`src/rtl/riscv_ctrl_pkg.sv`:
```
// Shared types and encodings for the multi-cycle RV32I control path.
// Latency: none (declarations only).
// Backpressure: not applicable.
package riscv_ctrl_pkg;

   typedef enum logic [2:0] {
      FETCH  = 3'd0,
      DECODE = 3'd1,
      EXEC   = 3'd2,
      MEM    = 3'd3,
      WB     = 3'd4,
      TRAP   = 3'd5
   } state_t;

   // Major opcodes handled by the control FSM
   localparam logic [6:0] OP_R  = 7'b0110011;
   localparam logic [6:0] OP_I  = 7'b0010011;
   localparam logic [6:0] OP_LD = 7'b0000011;
   localparam logic [6:0] OP_ST = 7'b0100011;
   localparam logic [6:0] OP_BR = 7'b1100011;

   // Branch funct3 values that are supported
   localparam logic [2:0] F3_BEQ = 3'b000;
   localparam logic [2:0] F3_BNE = 3'b001;

   // ALU operation codes
   localparam logic [3:0] ALU_ADD = 4'b0000;
   localparam logic [3:0] ALU_SUB = 4'b0001;
   localparam logic [3:0] ALU_AND = 4'b0010;
   localparam logic [3:0] ALU_OR  = 4'b0011;
   localparam logic [3:0] ALU_XOR = 4'b0100;
   localparam logic [3:0] ALU_SLT = 4'b0101;
   localparam logic [3:0] ALU_SLL = 4'b0110;
   localparam logic [3:0] ALU_SRL = 4'b0111;
   localparam logic [3:0] ALU_SRA = 4'b1000;

endpackage

```
`src/rtl/alu_ctrl_dec.sv`:
```
// ALU operation decoder: opcode/funct3/funct7[5] -> ALU op code.
// Latency: purely combinational.
// Backpressure: none.
module alu_ctrl_dec
   import riscv_ctrl_pkg::*;
(
   input  logic [6:0] opcode,
   input  logic [2:0] funct3,
   input  logic       funct7_b5,
   output logic [3:0] alu_op
);

   // Loads/stores compute addresses with ADD, branches compare with SUB
   always_comb begin
      alu_op = ALU_ADD;
      if (opcode == OP_BR) begin
         alu_op = ALU_SUB;
      end else if (opcode == OP_R || opcode == OP_I) begin
         case (funct3)
            3'b000:  alu_op = (opcode == OP_R && funct7_b5) ? ALU_SUB : ALU_ADD;
            3'b111:  alu_op = ALU_AND;
            3'b110:  alu_op = ALU_OR;
            3'b100:  alu_op = ALU_XOR;
            3'b010:  alu_op = ALU_SLT;
            3'b001:  alu_op = ALU_SLL;
            3'b101:  alu_op = funct7_b5 ? ALU_SRA : ALU_SRL;
            default: alu_op = ALU_ADD;
         endcase
      end
   end

endmodule

```
`src/rtl/mc_ctrl_fsm.sv`:
```
// Multi-cycle RV32I control FSM driving datapath selects and strobes.
// Latency: R/I 4 clk, LD 5, ST 4, BR 3 with memory ready in the same cycle.
// Backpressure: mem_ready stalls FETCH/MEM; too long a stall traps.
module mc_ctrl_fsm
   import riscv_ctrl_pkg::*;
#(
   parameter int ALU_CTRL_W   = 4,
   parameter int MEM_WAIT_MAX = 15
) (
   input  logic                  clk,
   input  logic                  rst,
   input  logic [6:0]            opcode,
   input  logic [2:0]            funct3,
   input  logic                  funct7_b5,
   input  logic                  alu_zero,
   input  logic                  mem_ready,
   output logic                  ALUsrc,
   output logic [ALU_CTRL_W-1:0] alu_ctrl,
   output logic                  pc_write,
   output logic                  pc_src,
   output logic                  ir_write,
   output logic                  reg_write,
   output logic                  mem_read,
   output logic                  mem_write,
   output logic                  mem_to_reg,
   output logic                  illegal
);

   localparam int CNT_W = $clog2(MEM_WAIT_MAX + 1);

   state_t           state, state_nxt;
   logic [CNT_W-1:0] wait_cnt;
   logic [3:0]       dec_op;
   logic             is_r, is_i, is_ld, is_st, is_br;
   logic             waiting, wait_expired;

   // Combinational values before reset gating
   logic       alu_src_c, pc_write_c, pc_src_c, ir_write_c, reg_write_c;
   logic       mem_read_c, mem_write_c, mem_to_reg_c, illegal_c;
   logic [3:0] alu_sel_c;

   alu_ctrl_dec u_alu_ctrl_dec (
      .opcode    (opcode),
      .funct3    (funct3),
      .funct7_b5 (funct7_b5),
      .alu_op    (dec_op)
   );

   assign is_r  = (opcode == OP_R);
   assign is_i  = (opcode == OP_I);
   assign is_ld = (opcode == OP_LD);
   assign is_st = (opcode == OP_ST);
   assign is_br = (opcode == OP_BR);

   assign waiting      = (state == FETCH || state == MEM) && !mem_ready;
   assign wait_expired = (wait_cnt >= CNT_W'(MEM_WAIT_MAX - 1));

   // State register and consecutive memory-stall counter
   always_ff @(posedge clk or posedge rst) begin
      if (rst) begin
         state    <= FETCH;
         wait_cnt <= '0;
      end else begin
         state <= state_nxt;
         if (state_nxt != state) begin
            wait_cnt <= '0;
         end else if (waiting) begin
            wait_cnt <= wait_cnt + CNT_W'(1);
         end
      end
   end

   // Next-state and per-state datapath controls
   always_comb begin
      state_nxt    = state;
      alu_src_c    = 1'b0;
      alu_sel_c    = ALU_ADD;
      pc_write_c   = 1'b0;
      pc_src_c     = 1'b0;
      ir_write_c   = 1'b0;
      reg_write_c  = 1'b0;
      mem_read_c   = 1'b0;
      mem_write_c  = 1'b0;
      mem_to_reg_c = 1'b0;
      illegal_c    = 1'b0;
      case (state)
         FETCH: begin
            mem_read_c = 1'b1;
            if (mem_ready) begin
               ir_write_c = 1'b1;
               pc_write_c = 1'b1;
               state_nxt  = DECODE;
            end else if (wait_expired) begin
               state_nxt = TRAP;
            end
         end
         DECODE: begin
            state_nxt = (is_r || is_i || is_ld || is_st || is_br) ? EXEC : TRAP;
         end
         EXEC: begin
            alu_src_c = is_i || is_ld || is_st;
            alu_sel_c = dec_op;
            if (is_r || is_i) begin
               state_nxt = WB;
            end else if (is_ld || is_st) begin
               state_nxt = MEM;
            end else if (is_br && (funct3 == F3_BEQ || funct3 == F3_BNE)) begin
               // BEQ takes on zero difference, BNE on non-zero
               if ((funct3 == F3_BEQ) == alu_zero) begin
                  pc_write_c = 1'b1;
                  pc_src_c   = 1'b1;
               end
               state_nxt = FETCH;
            end else begin
               state_nxt = TRAP;
            end
         end
         MEM: begin
            // Address operands stay selected for the whole access
            alu_src_c   = 1'b1;
            alu_sel_c   = dec_op;
            mem_read_c  = is_ld;
            mem_write_c = is_st;
            if (mem_ready) begin
               state_nxt = is_ld ? WB : FETCH;
            end else if (wait_expired) begin
               state_nxt = TRAP;
            end
         end
         WB: begin
            reg_write_c  = 1'b1;
            mem_to_reg_c = is_ld;
            state_nxt    = FETCH;
         end
         TRAP: begin
            illegal_c = 1'b1;
         end
         default: begin
            state_nxt = TRAP;
         end
      endcase
   end

   // Reset forces every output low, even while the state already reads FETCH
   assign ALUsrc     = !rst && alu_src_c;
   assign alu_ctrl   = rst ? '0 : ALU_CTRL_W'(alu_sel_c);
   assign pc_write   = !rst && pc_write_c;
   assign pc_src     = !rst && pc_src_c;
   assign ir_write   = !rst && ir_write_c;
   assign reg_write  = !rst && reg_write_c;
   assign mem_read   = !rst && mem_read_c;
   assign mem_write  = !rst && mem_write_c;
   assign mem_to_reg = !rst && mem_to_reg_c;
   assign illegal    = !rst && illegal_c;

endmodule
```
`config.mk`:
```
export PLATFORM = sky130hd
export DESIGN_NAME = mc_ctrl_fsm
export DESIGN_NICKNAME = d
export VERILOG_FILES = /design/src/rtl/riscv_ctrl_pkg.sv /design/src/rtl/alu_ctrl_dec.sv /design/src/rtl/mc_ctrl_fsm.sv
export SDC_FILE = /design/constraint.sdc
export NUM_CORES = 1
export LEC_CHECK = 0
export CORE_ASPECT_RATIO = 1.4
export CORE_MARGIN = 3
export CORE_UTILIZATION = 47
export CTS_CLUSTER_DIAMETER = 120
export DETAILED_ROUTE_END_ITERATION = 8
export PLACE_DENSITY_LB_ADDON = 0.05
export SYNTH_ARGS = -nofsm -noshare
export SYNTH_HDL_FRONTEND = slang
export SYNTH_HIERARCHICAL = 1
export SYNTH_SLANG_ARGS = --single-unit
```
`constraint.sdc`:
```
create_clock -name clk -period 2.1 [get_ports clk]
set_input_delay 0.21 -clock clk [delete_from_list [all_inputs] [get_ports clk]]
set_output_delay 0.21 -clock clk [all_outputs]
set_load 0.05 [all_outputs]
```
Yosys cells after proc, flatten, opt, wreduce, memory -nomap -nowiden
Index checks and enable logic that the tools add are counted.

Add/subtract/negate cells: 1. Multiply operators: 0. Divide/modulo/power cells: 0. Order comparisons: 1. Equal/unequal tests: 18. Shift operators: 0. Muxes and demuxes: 32. Bitwise logic cells: 0. Reductions and logical operators: 27.

Operators with widths (number): $mux 4 (7); $pmux 4 s7 (1); $mux 3 (8); $eq 3x3->1 const B (6); $pmux 3 s6 (1); $eq 7x6->1 const B (2); $logic_and 1x1->1 (12); $mux 1 (12); $eq 3x2->1 const B (3); $logic_or 1x1->1 (9); $eq 7x2->1 const B (1); $eq 7x5->1 const B (1); $eq 7x7->1 const B (1); $eq 3x1->1 const B (2); $logic_not 3->1 (2); $pmux 1 s2 (3); $add 4x1->4 const B (1); $ge 4x4->1 const B (1); $ne 3x3->1 (1); $logic_not 1->1 (2); $reduce_bool 2->1 (1); $reduce_or 2->1 (1); $eq 1x1->1 (1).

Bits in registers: 7. Latch bits: 0. Bits in writable memories: 0. Bits in read-only memories: 0. Bits of input ports: 15. Output and inout bits: 13. Logic and storage cells: 81. Memories kept: 0.

Longest topological paths before layout
Word-level depth: 9. Mapped depth: 7. Mapped depth without buffers: 7.

By module
The synthesis kept the hierarchy.

Modules (own cells, without submodules): mc_ctrl_fsm (times used 1, cells each 92, area each 794.5 um^2, sequential area each 175.2 um^2); alu_ctrl_dec (times used 1, cells each 21, area each 152.6 um^2, sequential area each 0.0 um^2).

Least setup slack after synthesis
OpenSTA, ideal clock, no wires.

Kind: reg-to-output. Start: reg state[0]. End: out mem_to_reg. Arrival: 2.271 ns. Required time: 1.890 ns. Setup slack: -0.381 ns. Stages on the path, launching flop included: 4. Buffers on the path: 1. Cells stage by stage: dfrtp_1 buf_6 or2_1 nor4_1.

Longest elaborated chain between the ends: 3.

Ends and longest elaborated chain: start: declaration (line mc_ctrl_fsm.sv:31) `state_t state, state_nxt;`; start signal: assignment (line mc_ctrl_fsm.sv:64) `state <= state_nxt;`; $eq 3x3->1 (line mc_ctrl_fsm.sv:86) `case (state)`; $mux 1 (line mc_ctrl_fsm.sv:86); $logic_and 1x1->1 (line mc_ctrl_fsm.sv:153) `assign mem_to_reg = !rst && mem_to_reg_c;`; end: declaration (line mc_ctrl_fsm.sv:25) `output logic mem_to_reg,`.

No other way between the ends.

Final worst setup path
Start: in opcode[5]. End: out mem_read.

Longest elaborated chain between the ends: 3.

Ends and longest elaborated chain: start: declaration (line mc_ctrl_fsm.sv:12) `input logic [6:0] opcode,`; $eq 7x2->1 (line mc_ctrl_fsm.sv:51) `assign is_ld = (opcode == OP_LD);`; $pmux 1 s2 (line mc_ctrl_fsm.sv:86); $logic_and 1x1->1 (line mc_ctrl_fsm.sv:151) `assign mem_read = !rst && mem_read_c;`; end: declaration (line mc_ctrl_fsm.sv:23) `output logic mem_read,`.

No other way between the ends.

==> summary.txt <==
Die Area - 0.00260 mm²
Area growth from synthesis to layout - 54.8%
Grt met3 use - 2.43%
Worst R2R End - wait_cnt[3]
Mapped Cells - 113
Synth unique cells - 47
Switch share - 34.8%
Worst r2r src - wait_cnt[0]
Maxcap violations - 0
Asr flop ratio synth - 100%
Post_cts resized - 0
Max-slew violation count - 0
Via count - 1049
P_leak - 0.589 nW
Total GRT Usage - 25.2%
Clock skew after layout - 0.00469 ns
Port bufs - 27
Total CTS buffers - 3
Number of synthesized flops with an enable pin - 0
CTS tree - yes
Final period util - 95.4%
Diode count - 0
H-Tree Depth - 1
First-pass GRT wire length - 4930 µm
DRC viols - 0
Nets - 171
Setup crit start - opcode[5]
CTS max path bufs - 2
Synth Net Count - 130
IO Pins - 28
RSZ-0062 raised after global routing - no
Met1 usage - 25.3%
Post-Synthesis Cell Area - 947 µm²
FF-to-FF setup slack - 0.19 ns
Drt wl/cell - 16.3 µm
Final hold vios - 0
Avg Inst Size Synth - 8.38 µm²
Largest net degree at the start of global routing - 10
Comb power frac - 41.7%
Core area - 0.00185 mm²
Met2 Track Usage GR - 48.3%
Global route overflow - 0
CTS Root Cell - clkbuf_4
Worst Path Required - 1.89 ns
Crit-path max FO - 5
Min cycle time layout - 2.00 ns
Ys Warns - 6
HPWL after DPL - 2420 µm
Post-synthesis sequential area ratio - 18.5%
Ys flop type - dfrtp_1
Post-CTS Setup Inserts - 0
Post-DRT Antenna Nets - 0
Status - completed
Reg power frac - 31.6%
Clk Latency, worst-skew pair - 0.26 ns
Layout cell share with drive strength beyond 1 - 29.4%
Clk sinks - 7
Cts hold-fix bufs - 0
CP endpoint kind - primary output
Cell Int Power - 308 µW
WL final - 2830 µm
Worst hold slack - 0.350 ns
Final instance area - 0.00147 mm²
Pwr dens - 322 mW/mm²
Initial antenna violation count - 0
Worst vdd ir - 0.182 mV
Final RePlAce weighted congestion - 0.909
Top Usage Layer GRT - met2
DR iter-0 viols - 22
Final Setup Violations - 0
Crit path DAT - 1.79 ns
Crit path kind - in2out
Max Clk Rate - 499 MHz
CTS clk-pin slew, worst paths - 0.05 ns
Hold crit path type - in2async
FP Rows - 18
Worst-margin pin slew - 0.483 ns
DR pass1 iterations - 4
P_sw - 164 µW
Synthesis-stage register bit count - 7
Crit start category - primary input
Initial core utilization - 51.3%
Die width - 43.9 µm
R2R depth - 7
Routed vias/inst - 6.06
Die Y - 59.1 µm
Post-Place Cell Area - 0.00144 mm²
Relative slew margins - 67.6%
Number of global-route vias before repair - 1136
Clock power frac - 26.7%
-- final cells by class --
cell class,count,area [µm²]
tap,20,25.0
multi-input combinational,97,727
timing repair buffer,39,490
sequential,7,175
fill,141,380
inverter,6,22.5
clock buffer,4,26.3
-- through the flow --
stage / power, mW / TNS [ns] / setup WS, ns / instances / util (%)
2_1_floorplan: 0.256 / 0 / 0.184 / 113 / -
3_3_place_gp: 0.341 / 0 / 0.00982 / 169 / 78.0
3_5_place_dp: 0.347 / -0.249 / -0.104 / 169 / 78.0
4_1_cts: 0.471 / 0 / 0.0915 / 173 / 79.4
5_1_grt: 0.496 / 0 / 0.0165 / 173 / 79.4
6_report: 0.472 / 0 / 0.0956 / 173 / 79.4
-- critical path: stages --
cell             delay (ns)
clkdlybuf4s50_1        0.47
or4b_1                 0.60
nor3_1                 0.17
o21a_1                 0.19
buf_12                 0.15
-- power groups by stage --
| stage | Clock [mW] | Sequential, mW | Combinational, mW |
|---|---|---|---|
| final | 0.126 | 0.149 | 0.197 |
| after global routing | 0.133 | 0.150 | 0.213 |
| after CTS | 0.126 | 0.149 | 0.196 |
| after detailed placement | 0 | 0.152 | 0.195 |
| after global placement | 0 | 0.150 | 0.190 |
| after floorplan | 0 | 0.146 | 0.110 |
-- sequential cells by signal (all words and copies together), names as in the netlist --
name / count
state: 3
wait_cnt: 4
-- cell usage in the layout, fill, tap and decap left out, types with 2 or more instances in the layout --
| cell type | netlist | final |
|---|---|---|
| clkdlybuf4s50_1 | 0 | 14 |
| nand2_1 | 13 | 13 |
| buf_12 | 0 | 13 |
| buf_4 | 0 | 12 |
| nor2_1 | 9 | 9 |
| a21oi_1 | 7 | 7 |
| dfrtp_1 | 7 | 7 |
| inv_1 | 6 | 6 |
| nor3_1 | 7 | 6 |
| and3_1 | 6 | 6 |
| nor4b_1 | 4 | 4 |
| o211ai_1 | 3 | 3 |
| clkbuf_4 | 0 | 3 |
| and4bb_2 | 3 | 3 |
| and4bb_1 | 2 | 2 |
| nand3b_1 | 2 | 2 |
| or2_1 | 2 | 2 |
| nand4_1 | 2 | 2 |
| xor2_1 | 2 | 2 |
| xnor2_1 | 2 | 2 |
| ha_1 | 2 | 2 |
| and2b_1 | 2 | 2 |
| nand4b_1 | 2 | 2 |
-- metal layers --
metal,part of all wire [%],wire length (µm),vias to the layer above
li1,-,-,508
met1,37,1040,497
met2,56,1580,31
met3,2.5,70,13
met4,4.9,138,0
met5,0,0,-
-- how the worst max path moves through the flow --
stage / cells after the start / endpoint
CTS: 5 / mem_read
global placement: 6 / wait_cnt[0]
detailed placement: 6 / wait_cnt[3]
floorplan: 3 / mem_to_reg
global route: 5 / mem_read
finish: 5 / mem_read
-- kinds of logic after synthesis --
logic type / synth area share (%)
fa+ha+maj: 2.64
compound gates: 19.9
simple gates: 48.2
buf+inv: 5.94
mux: 1.06
xor+xnor: 3.70
flops: 18.5
-- cells in the mapped netlist, types with 3 or more instances --
master | count | area share, %
nor4b_1 | 4 | 3.7
nor2_1 | 9 | 3.6
a21oi_1 | 7 | 3.7
and3_1 | 6 | 4.0
buf_6 | 3 | 3.6
inv_1 | 6 | 2.4
nor3_1 | 7 | 3.7
nand2_1 | 13 | 5.2
o211ai_1 | 3 | 2.4
dfrtp_1 | 7 | 18
and4bb_2 | 3 | 4.0
No activity file was read; power rests on OpenSTA's default activity.
